--- src/rtl/ftoi_wb_buffer.sv ---
// In-order writeback buffer behind the ftoi converter: allocates a tag entry per issued
// conversion, captures untagged results in issue order, and drains {tag,data} to the regfile.
module ftoi_wb_buffer #(
   parameter int unsigned DEPTH = 8,
   parameter int unsigned TAG_W = 6
) (
   input  logic                     clk,
   input  logic                     rst,
   input  logic                     issue_valid,
   input  logic [TAG_W-1:0]         issue_tag,
   output logic                     issue_ready,
   output logic                     cvt_start,
   input  logic                     cvt_result_valid,
   input  logic [31:0]              cvt_result,
   output logic                     wb_valid,
   output logic [TAG_W-1:0]         wb_tag,
   output logic [31:0]              wb_data,
   input  logic                     wb_ready,
   output logic [$clog2(DEPTH):0]   inflight_count,
   output logic                     err_orphan
);

   localparam int unsigned AW = $clog2(DEPTH);
   localparam logic [AW:0] FULL_COUNT = DEPTH[AW:0];
   localparam logic [AW:0] PTR_ONE    = 1;

   logic [AW:0]       head_ptr;
   logic [AW:0]       fill_ptr;
   logic [AW:0]       tail_ptr;
   logic [AW:0]       count_q;
   logic              orphan_q;
   logic [TAG_W-1:0]  tag_mem  [DEPTH];
   logic [31:0]       data_mem [DEPTH];
   logic [DEPTH-1:0]  filled_q;

   logic [AW-1:0]     head_idx;
   logic [AW-1:0]     fill_idx;
   logic [AW-1:0]     tail_idx;
   logic              accept;
   logic              pending;
   logic              capture;
   logic              pop;

   assign head_idx = head_ptr[AW-1:0];
   assign fill_idx = fill_ptr[AW-1:0];
   assign tail_idx = tail_ptr[AW-1:0];

   // Ready depends only on the registered count, so a pop never opens a slot in the same cycle.
   assign issue_ready = (count_q != FULL_COUNT);
   assign accept      = issue_valid & issue_ready;
   assign cvt_start   = accept;

   assign pending = (fill_ptr != tail_ptr);
   assign capture = cvt_result_valid & pending;

   assign wb_valid = filled_q[head_idx];
   assign wb_tag   = tag_mem[head_idx];
   assign wb_data  = data_mem[head_idx];
   assign pop      = wb_valid & wb_ready;

   assign inflight_count = count_q;
   assign err_orphan     = orphan_q;

   always_ff @(posedge clk or posedge rst) begin
      if (rst) begin
         head_ptr <= '0;
         fill_ptr <= '0;
         tail_ptr <= '0;
         count_q  <= '0;
         orphan_q <= 1'b0;
      end else begin
         if (accept)  tail_ptr <= tail_ptr + PTR_ONE;
         if (capture) fill_ptr <= fill_ptr + PTR_ONE;
         if (pop)     head_ptr <= head_ptr + PTR_ONE;
         if (cvt_result_valid && !pending) orphan_q <= 1'b1;
         case ({accept, pop})
            2'b10:   count_q <= count_q + PTR_ONE;
            2'b01:   count_q <= count_q - PTR_ONE;
            default: count_q <= count_q;
         endcase
      end
   end

   // Allocation, capture and pop always address distinct entries in a given cycle,
   // so the per-entry updates below never collide.
   always_ff @(posedge clk or posedge rst) begin
      if (rst) begin
         filled_q <= '0;
         for (int unsigned i = 0; i < DEPTH; i++) begin
            tag_mem[i]  <= '0;
            data_mem[i] <= '0;
         end
      end else begin
         if (accept) begin
            tag_mem[tail_idx]  <= issue_tag;
            filled_q[tail_idx] <= 1'b0;
         end
         if (capture) begin
            data_mem[fill_idx] <= cvt_result;
            filled_q[fill_idx] <= 1'b1;
         end
         if (pop) filled_q[head_idx] <= 1'b0;
      end
   end

endmodule

--- config.mk ---
export PLATFORM = sky130hd
export DESIGN_NAME = ftoi_wb_buffer
export DESIGN_NICKNAME = d
export VERILOG_FILES = /design/src/rtl/ftoi_wb_buffer.sv
export SDC_FILE = /design/constraint.sdc
export NUM_CORES = 1
export LEC_CHECK = 0
export CAP_MARGIN = 20
export CORE_ASPECT_RATIO = 2
export CORE_UTILIZATION = 50
export CTS_CLUSTER_SIZE = 28
export DETAILED_ROUTE_END_ITERATION = 10
export HOLD_SLACK_MARGIN = 0.03
export PLACE_DENSITY_LB_ADDON = 0.08
export SLEW_MARGIN = 25
export SYNTH_ARGS = -nofsm -noshare
export SYNTH_HDL_FRONTEND = slang
export SYNTH_SLANG_ARGS = --single-unit
export TNS_END_PERCENT = 50
--- constraint.sdc ---
create_clock -name clk -period 15.48 [get_ports clk]
set_clock_uncertainty 0.2 [all_clocks]
set_input_delay 4.644 -clock clk [delete_from_list [all_inputs] [get_ports clk]]
set_output_delay 4.644 -clock clk [all_outputs]
set_load 0.005 [all_outputs]
==> impl_metrics.toml <==
[drt]
wl_met2_mm = 16.6
ant_nets = 0
vias = 8010
finalWirelength_mm = 31.7
dr.pass1.iters = 4
routed_via_density = 5.85
routedWlPerCell_um = 23.2
drtIter0Drc = 309
drt-met1-wl_mm = 13.6
met3_length_um = 903
drc = 0
route.top_layer_used = "met4"

[floorplanning]
design.core.area_sq_um = 30400
core.rowCount = 90
die_x_um = 127
die_area_sq_um = 31800
dieHeight_um = 251
start_util = 0.511
ios = 89

[critical_path]
crit_path_end_kind = "primary output"
worstPathRequired_ps = 10640
start_kind = "input port"
cp.arrival_ps = 6100
cp_max_fo = 10
crit_type = "input port to primary output"
ff2ff_path_depth = 10

[global_routing]
track_usage = 0.213
grt_pass1_wl_mm = 52.2
overflow = 0
grt_antenna_before_repair = 1
grt_pass1_vias = 9086
grt_max_degree = 154

[clocking]
clock_latency_ps = 560
clk_pin_slew_worst_paths_ps = 60
cts.path.max_buffers = 3
clock_sinks = 328
cts_resized = 0
cts_buffers = 30
cts_setup_buffers = 0
htree_levels = 1
root_buffer = "clkbuf_16"
cts_hold_buf = 0
cts_tree = "built"

[sta]
worst_pin_slew_ps = 966
min_period_ps = 10950
slew_violations = 0
hold_viol_final = 0
fmax_mhz = 91.3
maxSlewHeadroom = 0.356
setup_viol = 0
rsz0062_at_grt = "false"
tns_ps = 0
min_period_over_period = 0.707

[logic_synthesis]
synth_seq_cells = 328
async_reset_ff_frac = 1.00
syn_area_sq_um = 15500
synth_ff_type = "dfrtp_1"
synth_edf_count = 0
synthAdderAreaFrac = 0.00484
yosysWarnings = 0
synth.most_common_cell = "dfrtp_1"
synth_top_family_by_area = "multiplexers"
yosysTopAreaCell = "dfrtp_1"
synthSimpleGateAreaFrac = 0.0203
avgSynthCellArea_sq_um = 17.1
synthMuxAreaShare = 0.394
ys_seq_area_frac = 0.529
synth_cells = 907
synth_xor_area_frac = 0.0110
synth_compound_area_frac = 0.00935
synth_common_cells = "328 x dfrtp_1, 229 x mux2_2, 117 x mux2_4"
syn-num-nets = 956
ys_top_cells_by_area = "dfrtp_1 53%, mux2_2 17%, mux2_4 11%"
yosysTopAreaCellShare = 0.529
ys_types = 43

[pwr]
vdd_ir_drop_max_mv = 0.159
power_density_nw_per_um2 = 236
power.leakage_uw = 0.00747
total_power_uw = 4130

[placed_design]
dp_cells = 1316
dpl.hpwl_mm = 18.2
gp_congestion = 0.709
io_buffers = 88

[min_path]
hold_depth = 1
hold_class = "flip-flop to flip-flop"

[run_status]
outcome = "finished, final reports clean"

[final_layout]
utilization = 0.576
fill_cells = 2398
syn_to_final_growth_pct = 12.8
regArea_sq_um = 8220
finalNetCount = 1029
drive_gt1_frac = 0.500
instances_no_fill = 1370
multi_input_area_sq_um = 6830

[flow_run]
cap_violations = 0
==> cell type report <==
cell class,instances,area share
Tap cell,368,0.0263
Multi-Input combinational cell,514,0.390
Clock buffer,46,0.0515
Timing Repair Buffer,100,0.0561
Antenna cell,1,0.000143
Clock inverter,7,0.00507
Sequential cell,328,0.469
Inverter,6,0.00171
==> metrics by stage <==
stage               area, sq um  setup WS, ps  hold slack, ps
floorplan                 15500          1550             262
global placement          16500          4560             262
detailed placement        16500          4540             272
CTS                       17500          4530             286
global route              17500          4460             296
finish                    17500          4530             275
==> critical path: stages <==
cell,delay (ps)
clkdlybuf4s50_1,660
nand2_1,210
inv_1,100
clkdlybuf4s50_1,500
==> worst paths after layout <==
path | to | slack (ps) | from
worst max-delay path | cvt_start | 4530 | issue_valid
worst min-delay path | err_orphan | 280 | err_orphan
worst min register to register | err_orphan | 280 | err_orphan
max in group asynchronous | data_mem[62] | 8490 | rst
worst max register to register | inflight_count[2] | 11650 | head_ptr[0]
min in group asynchronous | inflight_count[3] | 4430 | rst
==> registers in the layout, summed over array words and instances, names as in the netlist <==
name and count:
data_mem 256, inflight_count 4, err_orphan 1, filled_q 8, fill_ptr 4, head_ptr 3, tail_ptr 4, tag_mem 48
==> cell families after synthesis <==
logic type	Yosys count
AND/OR/NAND/NOR	48
AO/OA/AOI/OAI	16
XOR/XNOR	17
flip-flops	328
buffers and inverters	65
multiplexers	427
adder cells (fa/ha/maj)	6
==> power by group <==
| part | switching, uW | leakage (uW) | internal, uW | total [uW] |
|---|---|---|---|---|
| sequential | 316 | 0.00393 | 1300 | 1610 |
| combinational | 569 | 0.00305 | 1200 | 1770 |
| clock | 320 | 0.000490 | 432 | 752 |
==> cells in the final DEF, fill, tap and decap left out, types with 2 or more instances in the layout <==
cell type	count
dfrtp_1	325
mux2_2	229
mux2_4	117
clkdlybuf4s50_1	88
mux4_2	77
clkbuf_16	31
buf_4	11
xnor2_1	8
nand2_1	8
clkbuf_1	8
clkbuf_8	7
nor2b_1	6
a32oi_1	6
xor2_1	6
ha_1	6
nor2_1	5
inv_1	4
and3_2	4
mux2i_1	4
clkinv_2	4
xnor2_2	3
nand4_1	3
and3_1	2
nand2_2	2
nand2_4	2
nor4b_2	2
and4b_1	2
a2bb2oi_1	2
nand4bb_1	2
a211oi_1	2
nand3_1	2
bufinv_16	2
dfrtp_4	2
==> layer usage <==
metal | vias up | global-route usage
met3 | 48 | 0.0260
li1 | 3522 | -
met1 | 4327 | 0.277
met5 | - | 0
met2 | 113 | 0.375
met4 | 0 | 0.0596
Note: power is estimated with default switching activity, not from simulation.
